File: src/rtl/btn_conditioner.sv
// btn_conditioner: multi-channel pushbutton conditioner for the stopwatch
// front panel. Every channel is an independent copy of the same pipeline:
//   2-flop synchronizer -> counter debounce -> press/release/repeat FSM.
//
// Ports
//   clk    : system clock, all logic on posedge
//   rst    : synchronous, active-high reset
//   btn    : raw asynchronous button inputs, 1 = pressed
//   level  : debounced button state
//   press  : one-cycle pulse when level goes 0->1
//   rel    : one-cycle pulse when level goes 1->0
//            (named rel because "release" is a reserved word)
//   pulse  : press pulse plus auto-repeat pulses while held (if REPEAT_EN)
//
// Timing: press, rel and pulse are registered on the same edge that
// updates level, so a press is visible in the same cycle as the new level.
module btn_conditioner #(
  parameter int N_BTN           = 4,
  parameter int DEBOUNCE_CYCLES = 4,
  parameter int REPEAT_EN       = 0,
  parameter int REPEAT_DELAY    = 10,
  parameter int REPEAT_RATE     = 3
) (
  input  logic             clk,
  input  logic             rst,
  input  logic [N_BTN-1:0] btn,
  output logic [N_BTN-1:0] level,
  output logic [N_BTN-1:0] press,
  output logic [N_BTN-1:0] rel,
  output logic [N_BTN-1:0] pulse
);

  localparam int DB_W    = $clog2(DEBOUNCE_CYCLES + 1);
  localparam int RPT_MAX = (REPEAT_DELAY > REPEAT_RATE) ? REPEAT_DELAY : REPEAT_RATE;
  localparam int RW      = $clog2(RPT_MAX + 1);

  // Counter values at which the *next* increment would complete the interval;
  // the action fires on that edge instead of storing the terminal count.
  localparam logic [DB_W-1:0] DB_LAST    = DB_W'(DEBOUNCE_CYCLES - 1);
  localparam logic [RW-1:0]   DELAY_LAST = RW'(REPEAT_DELAY - 1);
  localparam logic [RW-1:0]   RATE_LAST  = RW'(REPEAT_RATE - 1);

  typedef enum logic [1:0] {
    IDLE      = 2'd0,
    PRESSED   = 2'd1,
    REPEATING = 2'd2
  } state_t;

  for (genvar i = 0; i < N_BTN; i++) begin : g_ch
    logic [1:0]      sync_q;
    logic            btn_s;
    logic            level_q, level_d;
    logic [DB_W-1:0] db_q, db_d;
    logic            rise, fall;
    state_t          state_q, state_d;
    logic [RW-1:0]   rpt_q, rpt_d;
    logic            press_q, press_d;
    logic            rel_q, rel_d;
    logic            pulse_q, pulse_d;

    assign btn_s = sync_q[1];

    // Debounce: count consecutive synchronized samples that disagree with
    // level; accept the change on the edge that would reach the limit.
    always_comb begin
      // NOTE: every always_comb output gets a default first so no path can
      // leave it unassigned and infer a latch.
      db_d    = db_q;
      level_d = level_q;
      rise    = 1'b0;
      fall    = 1'b0;
      if (btn_s == level_q) begin
        db_d = '0;
      end else if (db_q == DB_LAST) begin
        db_d    = '0;
        level_d = ~level_q;
        rise    = ~level_q;
        fall    = level_q;
      end else begin
        db_d = db_q + DB_W'(1);
      end
    end

    // Press/release/repeat FSM. It reacts to the level change being accepted
    // on this edge, so its registered pulses line up with the new level.
    always_comb begin
      state_d = state_q;
      rpt_d   = rpt_q;
      press_d = 1'b0;
      rel_d   = 1'b0;
      pulse_d = 1'b0;
      case (state_q)
        IDLE: begin
          if (rise) begin
            state_d = PRESSED;
            press_d = 1'b1;
            pulse_d = 1'b1;
            rpt_d   = '0;
          end
        end
        PRESSED: begin
          if (fall) begin
            state_d = IDLE;
            rel_d   = 1'b1;
            rpt_d   = '0;
          end else if (REPEAT_EN != 0) begin
            if (rpt_q == DELAY_LAST) begin
              state_d = REPEATING;
              pulse_d = 1'b1;
              rpt_d   = '0;
            end else begin
              rpt_d = rpt_q + RW'(1);
            end
          end
        end
        REPEATING: begin
          // Release wins over a coincident repeat pulse.
          if (fall) begin
            state_d = IDLE;
            rel_d   = 1'b1;
            rpt_d   = '0;
          end else if (rpt_q == RATE_LAST) begin
            pulse_d = 1'b1;
            rpt_d   = '0;
          end else begin
            rpt_d = rpt_q + RW'(1);
          end
        end
        default: begin
          state_d = IDLE;
          rpt_d   = '0;
        end
      endcase
    end

    always_ff @(posedge clk) begin
      // NOTE: registers use non-blocking assignments so every flop samples
      // the pre-edge values regardless of statement order.
      if (rst) begin
        sync_q  <= '0;
        level_q <= 1'b0;
        db_q    <= '0;
        state_q <= IDLE;
        rpt_q   <= '0;
        press_q <= 1'b0;
        rel_q   <= 1'b0;
        pulse_q <= 1'b0;
      end else begin
        sync_q  <= {sync_q[0], btn[i]};
        level_q <= level_d;
        db_q    <= db_d;
        state_q <= state_d;
        rpt_q   <= rpt_d;
        press_q <= press_d;
        rel_q   <= rel_d;
        pulse_q <= pulse_d;
      end
    end

    assign level[i] = level_q;
    assign press[i] = press_q;
    assign rel[i]   = rel_q;
    assign pulse[i] = pulse_q;
  end

endmodule

File: config.mk
export PLATFORM = sky130hd
export DESIGN_NAME = btn_conditioner
export DESIGN_NICKNAME = d
export VERILOG_FILES = /design/src/rtl/btn_conditioner.sv
export SDC_FILE = /design/constraint.sdc
export NUM_CORES = 1
export LEC_CHECK = 0
export BUFFER_PORTS_ARGS = -buffer_cell sky130_fd_sc_hd__clkbuf_2
export CORE_UTILIZATION = 59
export DETAILED_ROUTE_END_ITERATION = 8
export PLACE_DENSITY = 0.8
export SYNTH_ARGS = -nofsm -noshare
export SYNTH_HDL_FRONTEND = slang
export SYNTH_SLANG_ARGS = --single-unit
File: constraint.sdc
create_clock -name clk -period 3.4 [get_ports clk]
set_input_delay 0.68 -clock clk [delete_from_list [all_inputs] [get_ports clk]]
set_output_delay 0.68 -clock clk [all_outputs]
set_load 0.05 [all_outputs]
# [Word-level counts from Yosys, hierarchy flattened]
# Index checks and enable logic that the tools add are counted.
[totals] register_bits=60 in_bits=6 elab_cells=188
[classes] add_sub_neg=8 n_eq_ne=32 n_mux=68 n_bitwise=16 n_reduce_logical=32
[op_table] operator="2-to-1 mux 4 bit" n=16
[op_table] operator="one-hot mux 4 bit (3 select lines)" n=4
[op_table] operator="2-to-1 mux 1 bit" n=32
[op_table] operator="AND reduction 2 bit" n=12
[op_table] operator="OR reduction 2 bit" n=12
[op_table] operator="adder 4 x 1 -> 4 bit (second input constant)" n=4
[op_table] operator="equality test 4 x 2 -> 1 bit (second input constant)" n=4
[op_table] operator="2-to-1 mux 2 bit" n=8
[op_table] operator="inequality test 2 bit (second input constant)" n=8
[op_table] operator="inverter 1 bit" n=16
[op_table] operator="one-hot mux 2 bit (2 select lines)" n=4
[op_table] operator="adder 3 x 1 -> 3 bit (second input constant)" n=4
[op_table] operator="equality test 3 x 2 -> 1 bit (second input constant)" n=4
[op_table] operator="OR reduction 3 bit" n=4
[op_table] operator="equality test 2 x 1 -> 1 bit (second input constant)" n=4
[op_table] operator="equality test 2 bit (second input constant)" n=4
[op_table] operator="logical NOT 2 bit" n=4
[op_table] operator="inequality test 2 x 1 -> 1 bit (second input constant)" n=4
[op_table] operator="one-hot mux 1 bit (2 select lines)" n=4
[op_table] operator="equality test 1 bit" n=4

# [Longest topological paths before layout]
[depth] word_depth=5 depth_mapped=5 mapped_depth_nobuf=4

# [Worst setup path after synthesis]
# Ideal clock, no wire load.
[synth_path] path_type="reg-to-output" startpoint="register g_ch[1].level_q" endpoint="output level[1]" arrival_ns=0.613 t_required_ns=2.720 path_slack_ns=2.107 stages_incl_launch_ff=2 path_cell_list="dfxtp_1 > buf_4"
[synth_lines] item="start: declaration" line_no="52" source="logic level_q, level_d;"
[synth_lines] item="start signal: assignment" line_no="150" source="level_q <= level_d;"
[synth_lines] item="end: declaration" line_no="27" source="output logic [N_BTN-1:0] level,"
# No word-level cell between the ends.

# [Final worst setup path]
[layout_path] startpoint="register g_ch[3].level_q" endpoint="output level[3]"
[layout_lines] item="start: declaration" line_no="52"
[layout_lines] item="start signal: assignment" line_no="150"
# No word-level cell between the ends.

==> reports/qor.yml <==
status: "finished clean"
dieHeight_um: 52.8
synth_top_family_by_area: "simple AND/OR/NAND/NOR gates"
muxShareOfSynthArea_pct: 2.63
die_area_um2: 2790
routabilityCongestion: 0.697
rsz0062_at_grt: "false"
synth.ff_latch_count: 36
pwr-share-clk_pct: 32.4
number_of_antenna_violating_nets_in_the_routed_design: 0
number_of_buffers_added_by_the_clock_tree_synthesis_step: 5
timing.critical_path.slowest_cell_delay_ns: 0.46
cap_violations: 0
grt_use_total_pct: 16.0
io-pin-count: 22
vias: 911
timing.clock.skew_ns: 0.00678
mappedNetlistNets: 152
floorplan.die.width_um: 52.8
cellInternalPower_mw: 0.558
wl_per_cell_um: 11.1
number_of_antenna_violations_at_the_first_check_in_global_routing: 0
tightestPinTransition_ns: 0.681
achievable-frequency_mhz: 557
relative_slew_slack_pct: 54.6
power_density_nw_per_um2: 461
row_count: 18
synth.yosys.seq_area_share_pct: 47.3
setup.worst_path.class: "register to output port"
cp-end-kind: "output port"
synth_xor_area_share_pct: 2.30
critical_path.n_buffers_inverters: 1
p_leak_nw: 0.629
ctsHtreeMaxLevel: 2
fin_nets: 158
numPortBuffers: 21
place_hpwl_mm: 1.35
timing.hold.ws_ns: 0.435
post_drt_via_cell_ratio: 5.21
tritoncts_clock_tree: "done"
later_pin_clock_latency_in_the_skew_report_ns: 0.34
total_negative_setup_slacks_ns: 0
core-area_um2: 2450
netSwitchingPower_mw: 0.161
report.final.hold_viol_count: 0
worst_hold_path_type: "register to register"
cts_buffer_depth: 2
timing.critical_path.cells: "clkbuf_2"
post_synthesis_compound_gate_area_fraction_pct: 4.11
p_seq_share_pct: 62.3
drive_gt1_share_pct: 27.6
final_cell_mix: "dfxtp_1, clkbuf_2"
post_cts_resized: 0
first_iter_violations: 8
element_type_at_the_critical_path_start: "register"
crit_path_max_fanout: 6
sw_frac_of_total_pct: 22.3
clock-root-buffer: "clkbuf_4"
timing.final.crit_period_ns: 1.80
cpMaxStageDelayCell: "dfxtp_1"
post_cts_hold_buffer_count: 0
cts.sinks: 36
synthesis.instances: 138
cts_setup_buffers: 0
synth_simple_gate_area_share_pct: 24.1
worst_ep_required_time_ns: 2.72
first_pass_grt_wire_length_mm: 2.97
vdd_drop_max_v: 0.000390
synth_warn: 0
number_of_antenna_diodes: 0
synth_area_leader: "dfxtp_1"
netlist_top_cells_area: "dfxtp_1, buf_4, ha_1, nor4b_2, nor4_1"
overflow: 0
synth.top_cell.area_share_pct: 47.3
netlist_cell_types: 22
max_transition_viols_final: 0
drc: 0
cp_data_arrival_time_ns: 1.12
start_util_pct: 62.1
setup_violations: 0
area_delta_synth_final_pct: 2.22
p_comb_share_pct: 5.3
clk_pin_slew_ns: 0.10
pin_count_of_the_biggest_net_entering_global_routing: 39
wirelength_mm: 1.94
drt-pass1-iter-count: 4
syn-mean-instance-area_um2: 11.0
crit_family: "flip-flops"
post_synth_fa_ha_maj_area_fraction_pct: 6.57
layout_commonest_cell: "dfxtp_1"
number_of_global_route_vias_before_repair: 733
period_share_pct: 52.8
syn-cell-area_um2: 1520
per-stage QoR:
step           utilization (%)  power (mW)  worst slack (ns)  cell area (µm²)  instances
6_report                  63.5       0.719              1.60             1560        175
5_1_grt                   63.5       0.751              1.54             1560        175
4_1_cts                   63.5       0.732              1.57             1560        175
3_5_place_dp              61.1       0.496              1.68             1500        167
3_3_place_gp              61.1       0.492              1.74             1500        167
2_1_floorplan                -       0.490              2.11             1520        138
final cells by class:
class / instances / area (µm²)
well taps: 30 / 37.5
multi-input cells: 72 / 606
fillers: 208 / 897
clock buffers: 8 / 58.8
inverters: 8 / 30.0
repair buffers: 21 / 105
flip-flops and latches: 36 / 721
power groups by stage:
stage | Combinational [mW] | Sequential (mW) | Clock (mW)
5_1_grt | 0.0425 | 0.450 | 0.258
2_1_floorplan | 0.0353 | 0.455 | 0
3_3_place_gp | 0.0361 | 0.456 | 0
3_5_place_dp | 0.0387 | 0.458 | 0
4_1_cts | 0.0387 | 0.448 | 0.245
6_report | 0.0380 | 0.448 | 0.233
cell families (layout without fill, tap and decap cells):
family	count (synthesis)	count (layout)
and+or+nand+nor	48	48
adders and majority gates	8	8
AOI/OAI and AO/OA	8	8
buffers and inverters	30	37
DFF	36	36
muxes	4	4
xor gates and xnor gates	4	4
sequential cells by signal (all words and copies together) (netlist names):
| name | flops |
|---|---|
| g_ch.level_q | 4 |
| g_ch.rel_q | 4 |
| g_ch.state_q | 4 |
| g_ch.sync_q | 8 |
| g_ch.press_q | 4 |
| g_ch.db_q | 12 |
synthesized netlist by cell type:
cell and instances:
nor3_1 2, clkbuf_1 1, o32ai_1 3, nor2_1 8, buf_2 2, buf_4 16
nor4_1 8, mux2i_1 4, dfxtp_1 36, nor4b_2 6, nand2_1 2, inv_1 8
nand2b_4 2, buf_6 3, nand4bb_1 4, nor2b_1 6, o32ai_2 1, and2b_1 6
xnor2_1 4, or2_2 4, a21oi_1 4, ha_1 8
metal layers:
metal | GRT usage, % | wire, µm
met5 | 0 | 0
met2 | 25.1 | 922
met4 | 10.5 | 48
met3 | 8.70 | 106
met1 | 16.1 | 858
final timing paths:
kind                                 startpoint                 end  slack (ns)  depth (start not counted)
worst min-delay path            g_ch[3].db_q[0]     g_ch[3].db_q[0]        0.44                          1
worst min register to register  g_ch[3].db_q[0]     g_ch[3].db_q[0]        0.44                          1
worst max register to register  g_ch[0].db_q[0]  g_ch[0].state_q[0]        2.10                          4
worst max-delay path            g_ch[3].level_q            level[3]        1.60                          1
Note: power is estimated with default switching activity, not from simulation.
